[config.mk]
export PLATFORM = sky130hd
export DESIGN_NAME = rom_arbiter_flat
export DESIGN_NICKNAME = d
export VERILOG_FILES = /design/src/rtl/rom_arbiter_if.sv /design/src/rtl/rom_arbiter.sv /design/src/flat_wrapper.sv
export SDC_FILE = /design/constraint.sdc
export NUM_CORES = 1
export LEC_CHECK = 0
export BUFFER_PORTS_ARGS = -buffer_cell sky130_fd_sc_hd__buf_2
export CORE_MARGIN = 3
export CORE_UTILIZATION = 47
export CTS_CLUSTER_SIZE = 25
export DETAILED_ROUTE_END_ITERATION = 12
export GPL_ROUTABILITY_DRIVEN = 0
export HOLD_SLACK_MARGIN = 0.15
export MAX_ROUTING_LAYER = met4
export PLACE_DENSITY_LB_ADDON = 0.05
export SLEW_MARGIN = 25
export SYNTH_ARGS = -nofsm -noshare
export SYNTH_HDL_FRONTEND = slang
export SYNTH_SLANG_ARGS = --single-unit
export TNS_END_PERCENT = 50
[constraint.sdc]
create_clock -name clk -period 1.73 [get_ports clk]
set_clock_uncertainty 0.2 [all_clocks]
set_input_delay 0.0865 -clock clk [delete_from_list [all_inputs] [get_ports clk]]
set_output_delay 0.0865 -clock clk [all_outputs]
set_load 0.005 [all_outputs]
[src/rtl/rom_arbiter_if.sv]
// Bundle of the two requester ports and the shared ROM port seen by rom_arbiter.
// The arbiter uses the slave modport; the surrounding core (or bench) uses master.
interface rom_arbiter_if #(
    parameter int ADDR_W     = 18,
    parameter int DATA_W     = 24,
    parameter int GB_ADDR_W  = 18,
    parameter int NES_ADDR_W = 17
) ();
    logic                  en;

    logic                  req_gb;
    logic [GB_ADDR_W-1:0]  addr_gb;
    logic                  gnt_gb;
    logic                  rvalid_gb;
    logic [DATA_W-1:0]     rdata_gb;

    logic                  req_nes;
    logic [NES_ADDR_W-1:0] addr_nes;
    logic                  gnt_nes;
    logic                  rvalid_nes;
    logic [DATA_W-1:0]     rdata_nes;

    logic [ADDR_W-1:0]     rom_addr;
    logic [DATA_W-1:0]     rom_data;

    modport slave (
        input  en,
        input  req_gb, addr_gb,
        output gnt_gb, rvalid_gb, rdata_gb,
        input  req_nes, addr_nes,
        output gnt_nes, rvalid_nes, rdata_nes,
        output rom_addr,
        input  rom_data
    );

    modport master (
        output en,
        output req_gb, addr_gb,
        input  gnt_gb, rvalid_gb, rdata_gb,
        output req_nes, addr_nes,
        input  gnt_nes, rvalid_nes, rdata_nes,
        input  rom_addr,
        output rom_data
    );
endinterface

[src/rtl/rom_arbiter.sv]
// Round-robin sharing of one synchronous-read ROM port between the GB and NES
// cartridge fetch paths, with a tag pipeline routing each returned word in grant order.
module rom_arbiter #(
    parameter int                ADDR_W     = 18,
    parameter int                DATA_W     = 24,
    parameter int                GB_ADDR_W  = 18,
    parameter int                NES_ADDR_W = 17,
    parameter logic [ADDR_W-1:0] NES_BASE   = 18'h20000,
    parameter int                ROM_LAT    = 2
) (
    input  logic          clk,
    input  logic          rst_n,
    rom_arbiter_if.slave  bus
);

    typedef struct packed {
        logic vld;
        logic id;     // 0 = GB, 1 = NES
    } tag_t;

    logic              ptr_q, ptr_d;
    logic              gnt_gb_q, gnt_gb_d;
    logic              gnt_nes_q, gnt_nes_d;
    logic [ADDR_W-1:0] rom_addr_q, rom_addr_d;
    logic              rvalid_gb_q, rvalid_gb_d;
    logic              rvalid_nes_q, rvalid_nes_d;
    logic [DATA_W-1:0] rdata_gb_q, rdata_gb_d;
    logic [DATA_W-1:0] rdata_nes_q, rdata_nes_d;
    tag_t [ROM_LAT:0]  tag_q, tag_d;

    logic              elig_gb;
    logic              elig_nes;
    logic [ADDR_W-1:0] gb_addr_ext;
    logic [ADDR_W-1:0] nes_addr_ext;
    tag_t              ret_tag;

    // A displayed grant masks its own request, so a held req cannot be granted twice.
    assign elig_gb  = bus.req_gb  & ~gnt_gb_q  & bus.en;
    assign elig_nes = bus.req_nes & ~gnt_nes_q & bus.en;

    assign gb_addr_ext  = ADDR_W'(bus.addr_gb);
    assign nes_addr_ext = ADDR_W'(bus.addr_nes) + NES_BASE;

    always_comb begin
        gnt_gb_d  = 1'b0;
        gnt_nes_d = 1'b0;
        if (elig_gb && elig_nes) begin
            if (ptr_q) begin
                gnt_nes_d = 1'b1;
            end else begin
                gnt_gb_d = 1'b1;
            end
        end else if (elig_gb) begin
            gnt_gb_d = 1'b1;
        end else if (elig_nes) begin
            gnt_nes_d = 1'b1;
        end
    end

    always_comb begin
        ptr_d      = ptr_q;
        rom_addr_d = rom_addr_q;
        if (gnt_gb_d) begin
            ptr_d      = 1'b1;
            rom_addr_d = gb_addr_ext;
        end else if (gnt_nes_d) begin
            ptr_d      = 1'b0;
            rom_addr_d = nes_addr_ext;
        end
    end

    // Stage 0 is aligned with rom_addr; stage ROM_LAT is aligned with valid rom_data.
    always_comb begin
        tag_d      = tag_q;
        tag_d[0]   = '{vld: gnt_gb_d | gnt_nes_d, id: gnt_nes_d};
        for (int k = 1; k <= ROM_LAT; k++) begin
            tag_d[k] = tag_q[k-1];
        end
    end

    assign ret_tag = tag_q[ROM_LAT];

    always_comb begin
        rvalid_gb_d  = ret_tag.vld & ~ret_tag.id;
        rvalid_nes_d = ret_tag.vld &  ret_tag.id;
        rdata_gb_d   = rdata_gb_q;
        rdata_nes_d  = rdata_nes_q;
        if (rvalid_gb_d) begin
            rdata_gb_d = bus.rom_data;
        end
        if (rvalid_nes_d) begin
            rdata_nes_d = bus.rom_data;
        end
    end

    always_ff @(posedge clk or negedge rst_n) begin
        if (!rst_n) begin
            ptr_q        <= 1'b0;
            gnt_gb_q     <= 1'b0;
            gnt_nes_q    <= 1'b0;
            rom_addr_q   <= '0;
            tag_q        <= '0;
            rvalid_gb_q  <= 1'b0;
            rvalid_nes_q <= 1'b0;
            rdata_gb_q   <= '0;
            rdata_nes_q  <= '0;
        end else begin
            ptr_q        <= ptr_d;
            gnt_gb_q     <= gnt_gb_d;
            gnt_nes_q    <= gnt_nes_d;
            rom_addr_q   <= rom_addr_d;
            tag_q        <= tag_d;
            rvalid_gb_q  <= rvalid_gb_d;
            rvalid_nes_q <= rvalid_nes_d;
            rdata_gb_q   <= rdata_gb_d;
            rdata_nes_q  <= rdata_nes_d;
        end
    end

    assign bus.gnt_gb     = gnt_gb_q;
    assign bus.gnt_nes    = gnt_nes_q;
    assign bus.rom_addr   = rom_addr_q;
    assign bus.rvalid_gb  = rvalid_gb_q;
    assign bus.rvalid_nes = rvalid_nes_q;
    assign bus.rdata_gb   = rdata_gb_q;
    assign bus.rdata_nes  = rdata_nes_q;

endmodule

[src/flat_wrapper.sv]
// flat-port wrapper written by rule: the top's interface ports become plain ports
module rom_arbiter_flat 
#(
    parameter int                ADDR_W     = 18,
    parameter int                DATA_W     = 24,
    parameter int                GB_ADDR_W  = 18,
    parameter int                NES_ADDR_W = 17,
    parameter logic [ADDR_W-1:0] NES_BASE   = 18'h20000,
    parameter int                ROM_LAT    = 2
)
  (clk, rst_n, bus_en, bus_req_gb, bus_addr_gb, bus_gnt_gb, bus_rvalid_gb, bus_rdata_gb, bus_req_nes, bus_addr_nes, bus_gnt_nes, bus_rvalid_nes, bus_rdata_nes, bus_rom_addr, bus_rom_data);
  rom_arbiter_if #(.ADDR_W(ADDR_W), .DATA_W(DATA_W), .GB_ADDR_W(GB_ADDR_W), .NES_ADDR_W(NES_ADDR_W)) bus_i ();
  input  logic clk;
  input  logic rst_n;
  input wire logic [$bits(bus_i.en)-1:0] bus_en;
  input wire logic [$bits(bus_i.req_gb)-1:0] bus_req_gb;
  input wire logic [$bits(bus_i.addr_gb)-1:0] bus_addr_gb;
  output wire logic [$bits(bus_i.gnt_gb)-1:0] bus_gnt_gb;
  output wire logic [$bits(bus_i.rvalid_gb)-1:0] bus_rvalid_gb;
  output wire logic [$bits(bus_i.rdata_gb)-1:0] bus_rdata_gb;
  input wire logic [$bits(bus_i.req_nes)-1:0] bus_req_nes;
  input wire logic [$bits(bus_i.addr_nes)-1:0] bus_addr_nes;
  output wire logic [$bits(bus_i.gnt_nes)-1:0] bus_gnt_nes;
  output wire logic [$bits(bus_i.rvalid_nes)-1:0] bus_rvalid_nes;
  output wire logic [$bits(bus_i.rdata_nes)-1:0] bus_rdata_nes;
  output wire logic [$bits(bus_i.rom_addr)-1:0] bus_rom_addr;
  input wire logic [$bits(bus_i.rom_data)-1:0] bus_rom_data;
  assign bus_i.en = bus_en;
  assign bus_i.req_gb = bus_req_gb;
  assign bus_i.addr_gb = bus_addr_gb;
  assign bus_gnt_gb = bus_i.gnt_gb;
  assign bus_rvalid_gb = bus_i.rvalid_gb;
  assign bus_rdata_gb = bus_i.rdata_gb;
  assign bus_i.req_nes = bus_req_nes;
  assign bus_i.addr_nes = bus_addr_nes;
  assign bus_gnt_nes = bus_i.gnt_nes;
  assign bus_rvalid_nes = bus_i.rvalid_nes;
  assign bus_rdata_nes = bus_i.rdata_nes;
  assign bus_rom_addr = bus_i.rom_addr;
  assign bus_i.rom_data = bus_rom_data;
  rom_arbiter #(.ADDR_W(ADDR_W), .DATA_W(DATA_W), .GB_ADDR_W(GB_ADDR_W), .NES_ADDR_W(NES_ADDR_W), .NES_BASE(NES_BASE), .ROM_LAT(ROM_LAT)) u_core (.clk(clk), .rst_n(rst_n), .bus(bus_i));
endmodule
==> out/results.tsv <==
metric	value	unit
vias	2455	
path_class	in -> reg	
peakVddDrop	0.740	mV
fin_setup_tns	0	ps
hp-start	u_core.tag_d[3]	
syn_to_final_growth	55.5	%
dpl_cell_area	0.00381	mm²
clk_pin_slew_worst_paths	70	ps
cts_setup_buffers	0	
power_frac_seq	46.5	%
cts_tree	done	
hold_viol_final	0	
drt_wl_total	7460	µm
hold_buffers	66	
first_iter_violations	73	
holdPathStages	0	
syn-num-nets	283	
overflow	0	
ant_nets	0	
critPathMaxFanout	3	
dr.pass1.iters	4	
nNetsFinal	494	
die_x	86.2	µm
wl_per_cell	14.6	µm
layout_commonest_cell	buf_2	
seq_area	0.00190	mm²
endpoint_kind	flip-flop	
drive_gt1_share	49.0	%
rsz0062_at_grt	false	
antenna_found_initial	0	
clk_latency	320	ps
syn_avg_cell_area	13.8	µm²
slew_violations	0	
worst_hold_slack	151	ps
r2r_slack	120	ps
diodes	0	
synth_async_sr_flop_share	100	%
drt-met1-wl	2980	µm
required	1740	ps
p_int	3.78	mW
via_per_inst	4.81	
num_rows	28	
finalCriticalPeriod	1650	ps
track_usage	22.2	%
die_area	0.00743	mm²
r2r-start	u_core.bus.gnt_nes	
synth_edf_count	0	
cts_sinks	76	
core-area	0.00606	mm²
fill_cells	397	
cts_resized	0	
crit_start	bus_req_nes	
initial_core_util	49.9	%
clock_power_share	29.1	%
grt_pass1_vias	2681	
topRoutingLayerUsed	met4	
p_per_area	1090	mW/mm²
cp_slowest_stage_delay	560	ps
max_clock_freq	0.606	GHz
crit_path_start_kind	input pin	
grt_pass1_wl	12500	µm
switchingPower	1.33	mW
htree_levels	3	
final_util	77.5	%
relSlewSlack	75.5	%
max-cap-violations	0	
crit_chain	dlygate4sd3_1 > buf_2 > nor2b_4 > o21a_1 > dlygate4sd3_1	
yosys_warnings	0	
wl_met3	548	µm
die_h	86.2	µm
slowest_stage	dlygate4sd3_1	
tightest_slew	367	ps
post-dp-hpwl	4660	µm
numCtsBuffers	9	
final_area	0.00470	mm²
syn_area	0.00302	mm²
clk_path_buf_depth	2	
io_buffers	133	
crit_path_frequent_cell	dlygate4sd3_1	
leakagePower	2.37	nW
finalCritPeriodShare	95.3	%
p_sw_share	26.1	%
critical_path_arrival	1660	ps
worst-r2r-cell-count	3	
setup_viol	0	
grt_max_degree	30	
synth_cell_types	19	
ys.flop_type	dfrtp_1	
multi_input_area	892	µm²
route.met2.wl	3780	µm
status	finished clean	
yosysSeqAreaShare	62.9	%
ys_ff_latch	76	
rr_endpoint	u_core.tag_d[3]	
combPwrFrac	24.4	%
holdPathEnd	u_core.tag_d[5]	
hp-class	reg -> reg	
cts-root-buf	clkbuf_8	
ios	134	
layout.cells.most_common_list	buf_2, dfrtp_1, dlygate4sd3_1	
drc	0	
synth_cells	219	
[through the flow]
stage                     setup slack (ps)  instances  total power [mW]
after detailed placement               236        428              3.55
after global routing                  68.1        510              5.43
after global placement                 266        428              3.52
after CTS                              100        510              5.16
final                                 80.8        510              5.12
after floorplan                        274        219              2.93
[critical path: cells and delay by family]
kind	cells	cell delay, ps
AO/OA/AOI/OAI	1	210
buffers and inverters	3	1230
AND/OR/NAND/NOR	1	140
[layout make-up]
| cell class | instances | area share [%] |
|---|---|---|
| sequential | 76 | 40.5 |
| timing repair buffer | 211 | 30.7 |
| multi-input combinational | 94 | 19.0 |
| inverter | 38 | 3.04 |
| clock buffer | 11 | 3.01 |
| tap | 75 | 2.00 |
| clock inverter | 5 | 1.78 |
[synth_stat cells, types with 2 or more instances]
| master | number | share of area, % |
|---|---|---|
| buf_4 | 3 | 0.75 |
| inv_1 | 38 | 4.7 |
| buf_2 | 4 | 0.66 |
| nor2b_1 | 2 | 0.41 |
| buf_6 | 4 | 1.5 |
| o221ai_1 | 17 | 4.9 |
| mux2_2 | 48 | 18 |
| dfrtp_1 | 76 | 63 |
| nand3_1 | 17 | 2.8 |
[kinds of logic (layout without fill, tap and decap cells)]
kind of cell | after synthesis | after routing | share of synthesized area [%]
mux | 48 | 48 | 17.9
flops | 76 | 76 | 62.9
simple gates | 25 | 25 | 4.80
buf+inv | 49 | 265 | 7.62
compound gates | 21 | 21 | 6.75
[sequential cells by signal, indices dropped and copies added, names as in the netlist]
name,cells
u_core.bus.rom_addr,18
u_core.bus.rdata_nes,24
u_core.ptr_q,1
u_core.tag_d,3
u_core.bus.rdata_gb,24
u_core.ret_tag,2
u_core.bus.rvalid_gb,1
u_core.bus.rvalid_nes,1
u_core.bus.gnt_nes,1
u_core.bus.gnt_gb,1
[how the worst max path moves through the flow]
stage	end	slack, ps	cells past startpoint
floorplan	u_core.bus.rom_addr[8]	270	3
global placement	u_core.bus.rom_addr[12]	270	3
detailed placement	u_core.bus.rom_addr[9]	240	3
CTS	u_core.tag_d[3]	100	5
global route	u_core.tag_d[3]	70	3
finish	u_core.tag_d[3]	80	5
[per-layer routing]
layer | up-vias | global-route usage [%]
li1 | 1170 | -
met1 | 1153 | 26.3
met2 | 118 | 37.5
met3 | 14 | 4.18
met4 | 0 | 8.78
met5 | - | -
[power by group through the flow]
| stage | Combinational [mW] | Clock [mW] | Sequential, mW |
|---|---|---|---|
| after global routing | 1.39 | 1.60 | 2.43 |
| after CTS | 1.26 | 1.53 | 2.38 |
| after global placement | 1.11 | 0 | 2.40 |
| after detailed placement | 1.14 | 0 | 2.41 |
| final | 1.25 | 1.49 | 2.38 |
| after floorplan | 0.481 | 0 | 2.45 |
Note: power is estimated with default switching activity, not from simulation.
